<file path="config.mk">
export PLATFORM = sky130hd
export DESIGN_NAME = ex_stage
export DESIGN_NICKNAME = d
export VERILOG_FILES = /design/src/rtl/ex_stage_pkg.sv /design/src/rtl/ex_stage_muldiv.sv /design/src/rtl/ex_stage.sv
export SDC_FILE = /design/constraint.sdc
export NUM_CORES = 2
export LEC_CHECK = 0
export ABC_CLOCK_PERIOD_IN_PS = 6100
export BUFFER_PORTS_ARGS = -buffer_cell sky130_fd_sc_hd__buf_2
export CORE_MARGIN = 2
export CORE_UTILIZATION = 25
export CTS_CLUSTER_DIAMETER = 120
export CTS_CLUSTER_SIZE = 12
export DETAILED_ROUTE_END_ITERATION = 8
export PLACE_DENSITY = 0.43
export SYNTH_ARGS = -nofsm -noshare
export SYNTH_HDL_FRONTEND = slang
export SYNTH_SLANG_ARGS = --single-unit
</file>
<file path="constraint.sdc">
create_clock -name i_clk -period 6.1 [get_ports i_clk]
set_input_delay 0.305 -clock i_clk [delete_from_list [all_inputs] [get_ports i_clk]]
set_output_delay 0.305 -clock i_clk [all_outputs]
set_load 0.01 [all_outputs]
</file>
<file path="src/rtl/ex_stage_pkg.sv">
// arvi_ex_pkg: shared types, constants and helpers for the ARVI execute stage.
package arvi_ex_pkg;
  localparam int XLEN = 32;
  localparam logic [31:0] NOP_INST = 32'h0000_0013;
  typedef enum logic [4:0] {
    ALU_ADD, ALU_SUB, ALU_AND, ALU_OR, ALU_XOR, ALU_SLL, ALU_SRL, ALU_SRA,
    ALU_SLT, ALU_SLTU, ALU_PASSB, ALU_AUIPC,
    ALU_MUL, ALU_MULH, ALU_MULHSU, ALU_MULHU, ALU_DIV, ALU_DIVU, ALU_REM, ALU_REMU
  } alu_op_t;
  typedef enum logic [1:0] {MD_IDLE, MD_MUL, MD_DIV, MD_DONE} md_state_t;
  typedef struct packed {
    logic            valid;
    logic [31:0]     inst;
    logic [XLEN-1:0] pc;
    logic [XLEN-1:0] res;
    logic            z;
    logic [XLEN-1:0] wr_data;
    logic [XLEN-1:0] pc_jump;
    logic            illegal;
  } exmem_t;
  localparam exmem_t EXMEM_BUBBLE = '{valid: 1'b0, inst: NOP_INST, pc: '0, res: '0, z: 1'b0,
                                     wr_data: '0, pc_jump: '0, illegal: 1'b0};
  function automatic logic is_muldiv(input alu_op_t op);
    return op >= ALU_MUL;
  endfunction
endpackage

</file>
<file path="src/rtl/ex_stage_muldiv.sv">
// muldiv: multi-cycle RV32M unit; one-cycle product register and a 32-step restoring divider.
module muldiv
  import arvi_ex_pkg::*;
(
  input  logic            clk,
  input  logic            rst_n,
  input  logic            start,
  input  alu_op_t         op,
  input  logic [XLEN-1:0] a,
  input  logic [XLEN-1:0] b,
  input  logic            kill,
  input  logic            hold,
  output logic            busy,
  output logic            done,
  output logic [XLEN-1:0] result
);
  md_state_t state_q, state_d;
  alu_op_t op_q, op_d;
  logic [4:0] cnt_q, cnt_d;
  logic [2*XLEN-1:0] acc_q, acc_d;
  logic [XLEN-1:0] dvs_q, dvs_d;
  logic qneg_q, qneg_d, rneg_q, rneg_d;
  logic sa, sb;
  logic signed [XLEN:0] ea, eb;
  logic signed [2*XLEN-1:0] prod;
  logic [XLEN:0] rem_t, rem_s;
  logic [XLEN-1:0] quo, rem;
  always_comb begin
    sa = (op == ALU_DIV || op == ALU_REM) & a[XLEN-1];
    sb = (op == ALU_DIV || op == ALU_REM) & b[XLEN-1];
    ea = {(op != ALU_MULHU) & a[XLEN-1], a};
    eb = {(op == ALU_MUL || op == ALU_MULH) & b[XLEN-1], b};
    prod = 64'(ea) * 64'(eb);
    rem_t = acc_q[2*XLEN-1:XLEN-1];
    rem_s = rem_t - {1'b0, dvs_q};
    state_d = state_q;
    op_d = op_q;
    cnt_d = cnt_q;
    acc_d = acc_q;
    dvs_d = dvs_q;
    qneg_d = qneg_q;
    rneg_d = rneg_q;
    case (state_q)
      MD_IDLE: if (start) begin
        op_d = op;
        if (op <= ALU_MULHU) begin
          acc_d = prod;
          state_d = MD_MUL;
        end else begin
          // Divide on magnitudes; a zero divisor keeps the all-ones quotient unsigned.
          acc_d = {{XLEN{1'b0}}, sa ? -a : a};
          dvs_d = sb ? -b : b;
          qneg_d = (sa ^ sb) & (b != '0);
          rneg_d = sa;
          cnt_d = '0;
          state_d = MD_DIV;
        end
      end
      MD_MUL: state_d = hold ? MD_DONE : MD_IDLE;
      MD_DIV: begin
        acc_d = rem_s[XLEN] ? {rem_t[XLEN-1:0], acc_q[XLEN-2:0], 1'b0}
                            : {rem_s[XLEN-1:0], acc_q[XLEN-2:0], 1'b1};
        cnt_d = (cnt_q == 5'd31) ? cnt_q : cnt_q + 5'd1;
        state_d = (cnt_q == 5'd31) ? MD_DONE : MD_DIV;
      end
      default: state_d = hold ? MD_DONE : MD_IDLE;
    endcase
    if (kill) state_d = MD_IDLE;
  end
  always_ff @(posedge clk or negedge rst_n)
    if (!rst_n) begin
      state_q <= MD_IDLE;
      op_q <= ALU_ADD;
      cnt_q <= '0;
      acc_q <= '0;
      dvs_q <= '0;
      qneg_q <= 1'b0;
      rneg_q <= 1'b0;
    end else begin
      state_q <= state_d;
      op_q <= op_d;
      cnt_q <= cnt_d;
      acc_q <= acc_d;
      dvs_q <= dvs_d;
      qneg_q <= qneg_d;
      rneg_q <= rneg_d;
    end
  // The product is already registered in MUL, so that state can hand over its result.
  assign done = (state_q == MD_MUL) || (state_q == MD_DONE);
  assign busy = start & ~done;
  assign quo = acc_q[XLEN-1:0];
  assign rem = acc_q[2*XLEN-1:XLEN];
  assign result = (op_q == ALU_MUL)   ? acc_q[XLEN-1:0] :
                  (op_q <= ALU_MULHU) ? acc_q[2*XLEN-1:XLEN] :
                  (op_q <= ALU_DIVU)  ? (qneg_q ? -quo : quo) : (rneg_q ? -rem : rem);
endmodule

</file>
<file path="src/rtl/ex_stage.sv">
// ex_stage: ARVI execute stage with ALU, optional RV32M unit and the EX/MEM pipeline register.
module ex_stage
  import arvi_ex_pkg::*;
#(
  parameter bit MULDIV_EN = 1'b1
) (
  input  logic            i_clk,
  input  logic            i_rst,
  input  logic            i_valid,
  input  logic [31:0]     i_inst,
  input  logic [XLEN-1:0] i_pc,
  input  logic [XLEN-1:0] i_rs1,
  input  logic [XLEN-1:0] i_rs2,
  input  logic [XLEN-1:0] i_imm,
  input  logic            i_alusrc,
  input  alu_op_t         i_alu_op,
  input  logic            i_mem_stall,
  input  logic            i_flush,
  output logic            o_stall,
  output logic            o_valid,
  output logic [31:0]     o_inst,
  output logic [XLEN-1:0] o_pc,
  output logic [XLEN-1:0] o_alu_res,
  output logic            o_z,
  output logic [XLEN-1:0] o_wr_data,
  output logic [XLEN-1:0] o_pc_jump,
  output logic            o_ex_inst_illegal
);
  logic [XLEN-1:0] b, alu_res, md_res, res;
  logic md_op, md_busy, md_done;
  exmem_t ex_q, ex_d;
  assign b = i_alusrc ? i_imm : i_rs2;
  assign md_op = i_valid & is_muldiv(i_alu_op);
  always_comb begin
    alu_res = '0;
    case (i_alu_op)
      ALU_ADD:   alu_res = i_rs1 + b;
      ALU_SUB:   alu_res = i_rs1 - b;
      ALU_AND:   alu_res = i_rs1 & b;
      ALU_OR:    alu_res = i_rs1 | b;
      ALU_XOR:   alu_res = i_rs1 ^ b;
      ALU_SLL:   alu_res = i_rs1 << b[4:0];
      ALU_SRL:   alu_res = i_rs1 >> b[4:0];
      ALU_SRA:   alu_res = $signed(i_rs1) >>> b[4:0];
      ALU_SLT:   alu_res = {{(XLEN-1){1'b0}}, $signed(i_rs1) < $signed(b)};
      ALU_SLTU:  alu_res = {{(XLEN-1){1'b0}}, i_rs1 < b};
      ALU_PASSB: alu_res = b;
      ALU_AUIPC: alu_res = i_pc + b;
      default:   alu_res = '0;
    endcase
  end
  generate
    if (MULDIV_EN) begin : g_md
      muldiv u_muldiv (
        .clk(i_clk), .rst_n(i_rst), .start(md_op), .op(i_alu_op), .a(i_rs1), .b(b),
        .kill(i_flush), .hold(i_mem_stall), .busy(md_busy), .done(md_done), .result(md_res)
      );
    end else begin : g_no_md
      assign md_busy = 1'b0;
      assign md_done = 1'b0;
      assign md_res = '0;
    end
  endgenerate
  assign o_stall = md_busy;
  assign res = (md_op & md_done) ? md_res : alu_res;
  always_comb begin
    ex_d = ex_q;
    if (i_flush || (!i_mem_stall && md_busy)) ex_d = EXMEM_BUBBLE;
    else if (!i_mem_stall) begin
      ex_d.valid = i_valid;
      ex_d.inst = i_inst;
      ex_d.pc = i_pc;
      ex_d.res = res;
      ex_d.z = (res == '0);
      ex_d.wr_data = i_rs2;
      ex_d.pc_jump = i_pc + i_imm;
      ex_d.illegal = md_op & ~MULDIV_EN;
    end
  end
  always_ff @(posedge i_clk or negedge i_rst)
    if (!i_rst) ex_q <= EXMEM_BUBBLE;
    else ex_q <= ex_d;
  assign o_valid = ex_q.valid;
  assign o_inst = ex_q.inst;
  assign o_pc = ex_q.pc;
  assign o_alu_res = ex_q.res;
  assign o_z = ex_q.z;
  assign o_wr_data = ex_q.wr_data;
  assign o_pc_jump = ex_q.pc_jump;
  assign o_ex_inst_illegal = ex_q.illegal;
endmodule

</file>
==> key figures <==
Logic synthesis
  – EDFF count, synth: 0
  – Ys async rst share: 1.00
  – Mapped Cells: 7556
  – Post-synthesis cell area: between 60000 and 70000 µm²
  – Post-synth top area share: 0.349
  – Synthesized area per cell: 8.56 µm²
  – Synthesis Warnings: 0
  – Synth area leader: fa_1
  – Unique masters post-synth: 95
  – Seq/Total Area, Yosys: 0.105
  – Syn Nets: 9265
  – Ranking of synthesized cells by area: fa_1, dfrtp_1, ha_1
  – Seq cells post-synth: around 270
  – Main synth FF type: dfrtp_1

Finish
  – Multi-input gate area: ~54000 µm²
  – P&R area growth vs syn: 29.3%
  – Fin nets: 10400
  – Most frequent cells in the layout: inv_1, fa_1, buf_4
  – Layout cell share with drive strength beyond 1: 0.245
  – # fillers: 27100
  – Register Area: 6810 µm²
  – Commonest non-fill, non-tap cell in the layout: inv_1

Clock tree
  – Clk_lat worst skew: roughly 0.67 ns
  – CTS H-Tree Depth: 1
  – CTS Sinks: 272
  – TritonCTS Buffers: 28
  – CTS tree: built
  – Reg clk slew, reported paths: 0.07 ns
  – Root buffer cell: clkbuf_16
  – Max Root-Sink Buffers: 3

STA
  – Final period util: 1.29
  – Final number of hold-violating endpoints: 0
  – Max-slew violation count: 0
  – Clk_skew: 0.102 ns
  – Final min period: 7.84 ns
  – Final worst slack: -1.74 ns
  – Fin Setup TNS: -65.63 ns
  – RSZ-0062 raised after global routing: yes
  – Slew headroom: 0.0820
  – Final setup fails: 53
  – Worst Tran Pin Value: 1.37 ns
  – Max Freq: 128 MHz

Setup path
  – Worst Path Arrival: around 8.4 ns
  – CP Class: input port to register
  – Worst Setup End Kind: register
  – CP peak stage delay: 0.60 ns
  – Max Fanout on Critical Path: 7
  – Delay-heaviest family, CP: adder cells
  – Critical Path Start Type: input port
  – Critical path buffer and inverter count: 8
  – Crit path max-delay cell type: fa_2
  – Cell repeated most along the worst path: fa_2
  – Worst Path Required: 6.63 ns

Floorplan
  – Core ar.: 257000 µm²
  – Die X: 513 µm
  – Initial core utilization: 0.252
  – Number of top-level pins: 335
  – Die area: 263000 µm²
  – Row cnt: 186
  – Die height: 513 µm

Routing
  – Per-cell routed wire length: roughly 30 µm
  – Vias per inst: about 5.2
  – DRC viols: 0
  – WL met1: 149 mm
  – Drt total wl: 362 mm
  – Highest routed layer: met5
  – First-pass detailed-route iteration total: 7
  – Met3 routed WL: 22.8 mm
  – Antenna Nets Post-Route: 0
  – Met2 WL post-DR: around 170 mm
  – Initial drt markers: 5710
  – Routed vias: 62600

GRT
  – GRT Resource Usage Total: 0.270
  – Vias in the first global route: 64400
  – Largest net degree at the start of global routing: 160
  – Grt ovf: 0
  – Initial antenna violation count: 20
  – First-pass GRT wire length: between 500 and 600 mm

Placement
  – Dpl hpwl: just over 300 mm
  – Global placement routability congestion: 1.00
  – Port Buffers: 333

Run status
  – Violated checks: setup timing
  – Outcome: complete, but fails checks

Hold path
  – Worst min-delay path category: input port to register

Run
  – Max-Cap Viols: 0
-- sequential cells by signal (all words and copies together) (netlist names) --
name,count
g_md.u_muldiv.acc_q,64
g_md.u_muldiv.cnt_q,5
g_md.u_muldiv.dvs_q,32
g_md.u_muldiv.op_q,5
g_md.u_muldiv.qneg_q,1
g_md.u_muldiv.rneg_q,1
g_md.u_muldiv.state_q,2
o_alu_res,32
o_inst,32
o_pc,32
o_pc_jump,32
o_valid,1
o_wr_data,32
o_z,1
-- path summary, 6_finish.rpt --
check | slack [ns] | end | depth (start not counted) | start
worst max register to register | 0.66 | o_z$_DFFE_PN0P_ | 14 | g_md.u_muldiv.acc_q[40]$_DFFE_PN0P_
min in group asynchronous | 0.21 | o_pc[17]$_DFFE_PN0P_ | 2 | i_rst
worst max-delay path | -1.74 | g_md.u_muldiv.acc_q[61]$_DFFE_PN0P_ | 32 | i_alusrc
max in group asynchronous | 4.44 | o_pc[8]$_DFFE_PN0P_ | 3 | i_rst
worst min register to register | 0.48 | o_pc_jump[20]$_DFFE_PN0P_ | 2 | o_pc_jump[20]$_DFFE_PN0P_
worst min-delay path | 0.02 | o_pc[23]$_DFFE_PN0P_ | 2 | i_pc[23]
-- worst register-to-register path, stage by stage (launching register included) --
cell	delay, ns
dfrtp_1	0.55
nor4_1	0.95
nand3_1	0.29
a311o_1	0.43
a311o_1	0.27
o211ai_1	0.38
o2111ai_1	0.30
a2111oi_0	0.67
buf_4	0.26
nand4_1	0.10
nor4_1	0.37
buf_4	0.17
nand4b_1	0.12
nor4b_2	0.25
a32o_2	0.19
-- what timing repair did --
action                     4_1_cts  5_1_grt
setup endpoints to repair       54       54
pin swaps                       91      126
hold endpoints to repair       113        0
gates cloned                     3        2
setup buffers                   39       42
hold buffers                    36        0
gates resized for setup        318      192
-- cells by family after synthesis --
logic type,Yosys count,share of synthesized area
AOI/OAI and AO/OA,1458,0.152
and+or+nand+nor,2103,0.139
muxes,184,0.0394
adders and majority gates,1538,0.428
xor gates and xnor gates,242,0.0328
buffers and inverters,1758,0.103
DFF,272,0.105
other,1,0.0000580
-- layer usage --
layer / vias up / track usage
met4: 8 / 0.138
li1: 26900 / -
met3: 538 / 0.0344
met2: 2648 / 0.443
met5: - / 0
met1: 32500 / 0.346
-- Yosys cell counts, drive strengths merged (48+ instances only) --
library cell  instances
a211oi               65
a21o                 89
a21oi               299
a22o                130
a31oi                55
buf                  65
clkbuf              416
dfrtp               269
fa                 1129
ha                  409
inv                1257
mux2i                91
mux4                 51
nand2              1060
nand3                71
nand4                48
nor2                575
nor3                 76
o21ai               297
o22ai                80
xnor2               177
xor2                 65
-- per-stage QoR --
stage,cell area (µm²),std cells,hold WS [ns],utilization,setup slack [ns]
after detailed placement,79500,12000,0.360,0.309,-3.41
after CTS,82500,12100,0.00776,0.321,-1.72
final,83700,12100,0.0171,0.325,-1.74
after floorplan,65700,7556,0.00941,-,-2.19
after global routing,83700,12100,0.0156,0.325,-1.94
after global placement,79500,12000,0.356,0.309,-3.37
-- final cells by class --
type | count | area share
tap | 3384 | 0.0506
sequential | 272 | 0.0814
inverter | 1277 | 0.0582
antenna | 5 | 0.000150
multi-input combinational | 5526 | 0.640
timing repair buffer | 1610 | 0.159
clock inverter | 6 | 0.000778
clock buffer | 46 | 0.00930
Power is not shown: default switching activity piles up to over one toggle a cycle in this logic, so the estimate is an artifact.
